==> config.mk <==
export PLATFORM = sky130hd
export DESIGN_NAME = brick_wall_ctrl
export DESIGN_NICKNAME = d
export VERILOG_FILES = /design/src/rtl/brick_wall_ctrl.sv
export SDC_FILE = /design/constraint.sdc
export NUM_CORES = 1
export LEC_CHECK = 0
export ABC_AREA = 1
export CORE_UTILIZATION = 45
export CTS_BUF_LIST = sky130_fd_sc_hd__clkbuf_4 sky130_fd_sc_hd__clkbuf_8
export DETAILED_ROUTE_END_ITERATION = 8
export GPL_TIMING_DRIVEN = 0
export MAX_ROUTING_LAYER = met4
export PLACE_DENSITY_LB_ADDON = 0.08
export SYNTH_ARGS = -nofsm -noshare
export SYNTH_HDL_FRONTEND = slang
export SYNTH_SLANG_ARGS = --single-unit
export TNS_END_PERCENT = 10
==> constraint.sdc <==
create_clock -name clk -period 2.28 [get_ports clk]
set_clock_uncertainty 0.1 [all_clocks]
set_input_delay 0.456 -clock clk [delete_from_list [all_inputs] [get_ports clk]]
set_output_delay 0.456 -clock clk [all_outputs]
set_load 0.05 [all_outputs]
==> src/rtl/brick_wall_ctrl.sv <==
// Brick-wall bitmap owner for the breakout game: level load, collision probes,
// score and remaining-brick bookkeeping, plus a registered row read port for the renderer.
module brick_wall_ctrl #(
  parameter int unsigned COLS = 10,
  parameter int unsigned ROWS = 4
) (
  input  logic            clk,
  input  logic            rst_n,
  input  logic            start_i,
  input  logic            hit_req_i,
  input  logic [1:0]      hit_row_i,
  input  logic [3:0]      hit_col_i,
  output logic            hit_ack_o,
  output logic            hit_valid_o,
  input  logic [1:0]      rd_row_i,
  output logic [COLS-1:0] rd_bits_o,
  output logic [7:0]      score_o,
  output logic [5:0]      bricks_left_o,
  output logic [1:0]      state_o,
  output logic            level_clear_o
);

  localparam int unsigned Total   = ROWS * COLS;
  localparam logic [1:0]  LastRow = 2'(ROWS - 1);

  typedef enum logic [1:0] {
    StIdle  = 2'd0,
    StLoad  = 2'd1,
    StPlay  = 2'd2,
    StClear = 2'd3
  } state_e;

  state_e                     state_q, state_d;
  logic [1:0]                 load_row_q, load_row_d;
  logic [ROWS-1:0][COLS-1:0]  bitmap_q, bitmap_d;
  logic [COLS-1:0]            rd_bits_q, rd_bits_d;
  logic [7:0]                 score_q, score_d;
  logic [5:0]                 bricks_left_q, bricks_left_d;
  logic                       hit_ack_q, hit_ack_d;
  logic                       hit_valid_q, hit_valid_d;
  logic                       level_clear_q, level_clear_d;
  logic                       accept;

  always_comb begin
    state_d       = state_q;
    load_row_d    = load_row_q;
    bitmap_d      = bitmap_q;
    score_d       = score_q;
    bricks_left_d = bricks_left_q;
    hit_ack_d     = 1'b0;
    hit_valid_d   = 1'b0;
    level_clear_d = 1'b0;
    // Renderer sees the bitmap as it was before this cycle's write.
    rd_bits_d     = (32'(rd_row_i) < ROWS) ? bitmap_q[rd_row_i] : '0;
    // The ack cycle itself never starts a new probe, which enforces 2-cycle spacing.
    accept        = hit_req_i && !hit_ack_q && (state_q != StLoad);

    unique case (state_q)
      StIdle, StClear: begin
        if (start_i) begin
          state_d    = StLoad;
          load_row_d = 2'd0;
        end
      end
      StLoad: begin
        bitmap_d[load_row_q] = '1;
        load_row_d           = load_row_q + 2'd1;
        if (load_row_q == LastRow) begin
          state_d       = StPlay;
          bricks_left_d = 6'(Total);
        end
      end
      StPlay: begin
        if (bricks_left_q == '0) begin
          state_d       = StClear;
          level_clear_d = 1'b1;
        end
      end
      default: state_d = StIdle;
    endcase

    if (accept) begin
      hit_ack_d = 1'b1;
      if ((state_q == StPlay) && (32'(hit_col_i) < COLS) && (32'(hit_row_i) < ROWS) &&
          bitmap_q[hit_row_i][hit_col_i]) begin
        hit_valid_d                      = 1'b1;
        bitmap_d[hit_row_i][hit_col_i]   = 1'b0;
        bricks_left_d                    = bricks_left_q - 6'd1;
        if (score_q != 8'hFF) score_d    = score_q + 8'd1;
      end
    end
  end

  always_ff @(posedge clk or negedge rst_n) begin
    if (!rst_n) begin
      state_q       <= StIdle;
      load_row_q    <= 2'd0;
      bitmap_q      <= '0;
      rd_bits_q     <= '0;
      score_q       <= 8'd0;
      bricks_left_q <= 6'd0;
      hit_ack_q     <= 1'b0;
      hit_valid_q   <= 1'b0;
      level_clear_q <= 1'b0;
    end else begin
      state_q       <= state_d;
      load_row_q    <= load_row_d;
      bitmap_q      <= bitmap_d;
      rd_bits_q     <= rd_bits_d;
      score_q       <= score_d;
      bricks_left_q <= bricks_left_d;
      hit_ack_q     <= hit_ack_d;
      hit_valid_q   <= hit_valid_d;
      level_clear_q <= level_clear_d;
    end
  end

  assign hit_ack_o     = hit_ack_q;
  assign hit_valid_o   = hit_valid_q;
  assign rd_bits_o     = rd_bits_q;
  assign score_o       = score_q;
  assign bricks_left_o = bricks_left_q;
  assign state_o       = state_q;
  assign level_clear_o = level_clear_q;

endmodule

==> summary.txt <==
Power Density -> 1030 mW/mm^2
#FFs+latches synth -> 71
Post-synthesis mux area share -> 0
Tcrit/Tclk final -> 0.955
Slew of the pin with the lowest slew margin -> 725 ps
Antenna violations before repair -> 0
Post-synth net total -> 541
Crit-path max FO -> 5
Total chip power -> 4.85 mW
Yosys top cell area share -> 0.452
Run status -> finished, final reports clean
CP max stage cell -> clkdlybuf4s50_1
Vias in the first global route -> 3437
Vias -> 3599
Critical Path Sink Type -> output port
Cell Chain, Critical Path -> clkdlybuf4s50_1
# rows -> 33
Synth area leader -> dfrtp_1
Worst skew pair latency -> 350 ps
CP Launch Type -> register
Clk slew on worst S/H paths -> 80 ps
Worst reg2reg setup slack -> 190 ps
First-pass GRT wire length -> 17000 um
Syn-to-layout area delta -> 19.6%
Simple-Gate Fraction of Synth Area -> 0.250
CP max stage delay -> 830 ps
DR pass1 iterations -> 5
Sequential share of the synthesized area -> 0.452
CP arrival -> 1620 ps
Hold Fails Final Rpt -> 0
Critical path class -> register to output port
Die width -> 95.5 um
Drt initial violations -> 216
Vias per cell -> 5.27
Max-cap violations -> 0
Slew Limit Fails -> 0
N_diodes -> 0
Crit path depth -> 1
Core ar. -> 0.00834 sq mm
Clk root buf -> clkbuf_8
Layout fillers -> 810
Post-Synth XOR/XNOR Area -> 0.0201
Buf+Inv Stages, Crit Path -> 1
Setup violations, final -> 0
Die Ht -> 95.5 um
DRC viols -> 0
Mapped Cells -> 520
Worst reg2reg path depth -> 10
Syn Area/Cell -> 7.56 sq um
CTS tree -> done
Synth unique cells -> 28
Final min period -> 2180 ps
Nets -> 594
FMAX -> 459 MHz
Total Routed Length -> 10500 um
Worst hold path class -> register to register
Avg WL per Cell -> 15.3 um
Cell family with most CP delay -> buffers and inverters
Post-CTS Setup Repair Bufs -> 0
Die area -> 0.00911 sq mm
Initial Utilization -> 0.471
IO Port Bufs -> 39
Compound-Gate Fraction of Synth Area -> 0.142
Io pins -> 41
Yosys warns -> 0
CTS buffer count -> 9
Setup TNS Final -> 0 ps
Remaining antenna violation count -> 0
Largest family of logic cells by synthesized area -> simple AND/OR/NAND/NOR gates
Hpwl dp -> 6920 um
GP Congestion -> 0.930
GR Util All Layers -> 0.259
Post-Synth Adder-Cell Area -> 0.0286
Remaining Overflow, GRT -> 0
CTS Sinks -> 71
Dominant cells by area after synthesis -> dfrtp_1, nand2_1, o22ai_1
CTS Buffer Depth -> 2
CTS H-tree lvls -> 3
WP data required -> 1720 ps
Largest net degree at the start of global routing -> 40
Layout cells sized above 1 -> 0.104
WHS Path Cells -> 2
Relative slew slack -> 0.516
P_leak -> 2.12 nW
Mapped cell area -> 0.00393 sq mm
Max rail drop VDD -> 734 uV
-- Yosys cell counts, drive strengths merged --
cell type / count
nand2: 172
inv: 75
dfrtp: 71
nor2: 49
o22ai: 49
o21ai: 32
nand3: 20
buf: 10
clkbuf: 10
ha: 9
xor2: 6
nand4: 4
a21oi: 3
clkinv: 3
xnor2: 3
nor3: 2
nand3b: 1
o211ai: 1
-- kinds of logic (layout without fill, tap and decap cells) --
family / count (synthesis) / after routing
flip-flops: 71 / 71
AO/OA/AOI/OAI: 85 / 85
AND/OR/NAND/NOR: 248 / 248
buffers and inverters: 98 / 156
XOR/XNOR: 9 / 9
adder cells (fa/ha/maj): 9 / 9
-- cell usage in the layout (no fill, tap or decap), types with 3 or more instances in the layout --
| cell type | n |
|---|---|
| nand2_1 | 170 |
| dfrtp_1 | 71 |
| inv_1 | 61 |
| nor2_1 | 48 |
| o22ai_1 | 39 |
| clkdlybuf4s50_1 | 37 |
| o21ai_0 | 30 |
| nand3_1 | 19 |
| inv_2 | 12 |
| clkbuf_1 | 10 |
| o22ai_2 | 10 |
| clkbuf_8 | 10 |
| ha_1 | 9 |
| xor2_1 | 6 |
| buf_4 | 5 |
| buf_6 | 4 |
| nand4_1 | 4 |
| clkinv_2 | 4 |
| a21oi_1 | 3 |
| clkinv_1 | 3 |
| xnor2_1 | 3 |
-- registers in the layout, summed over array words and instances, names as in the netlist --
name and flops:
hit_ack_o 1, level_clear_o 1, score_o 8, rd_bits_o 10
bitmap_q 40, hit_valid_o 1, state_o 2, load_row_q 2
bricks_left_o 6
-- through the flow --
| stage | util | instances | instance area (sq um) | setup slack, ps | hold slack, ps |
|---|---|---|---|---|---|
| 6_report | 0.564 | 683 | 4700 | 102 | 422 |
| 3_5_place_dp | 0.536 | 665 | 4470 | -446 | 331 |
| 2_1_floorplan | - | 520 | 3930 | 15.5 | 60.4 |
| 3_3_place_gp | 0.534 | 664 | 4450 | -1880 | 393 |
| 5_1_grt | 0.564 | 683 | 4700 | -14.6 | 455 |
| 4_1_cts | 0.559 | 682 | 4660 | 2.55 | 420 |
-- layout make-up --
cell class,count,area (sq um),share of cell area
clock inverters,6,36.3,0.00771
plain buffers,20,138,0.0293
clock buffers,10,138,0.0293
inverters,78,299,0.0636
well taps,105,131,0.0279
multi-input cells,351,1760,0.374
repair buffers,42,425,0.0904
flip-flops and latches,71,1780,0.378
-- metal layers --
layer  global-route usage  wire (um)  vias to the layer above
met5                    -          0                        -
met4                0.104        258                        0
met3               0.0502        733                       25
met2                0.397       4750                      144
met1                0.336       4710                     1677
li1                     -          -                     1753
-- worst reg2reg max path, cell delays in order (launching register included) --
cell,delay [ps]
dfrtp_1,410
ha_1,200
clkbuf_1,200
nor2_1,150
nand2_1,130
nor3_4,240
nand2_4,100
inv_2,160
nand2_2,150
nand2_1,100
nand2_1,50
-- where the power goes --
part           leakage [nW]  total, mW  switching (mW)  internal, mW
Clock                0.0918      0.906           0.488         0.418
Combinational          1.25       1.96            1.22         0.742
Sequential            0.783       1.99           0.332          1.66
-- worst paths after layout --
check                            startpoint               end
min reg2reg                    bitmap_q[27]      bitmap_q[27]
min in group asynchronous             rst_n      rd_bits_o[1]
max reg2reg                      state_o[0]        score_o[6]
max in group asynchronous             rst_n        score_o[2]
min                            bitmap_q[27]      bitmap_q[27]
max                        bricks_left_o[3]  bricks_left_o[3]
-- repair_timing --
item                                    CTS  global route
hold buffers                              1             0
endpoints found under the setup margin   48            53
hold endpoints to repair                 32             0
pin swaps                                 0             0
gates cloned                              0             1
resized for setup                         5             7
Note: power is estimated with default switching activity, not from simulation.
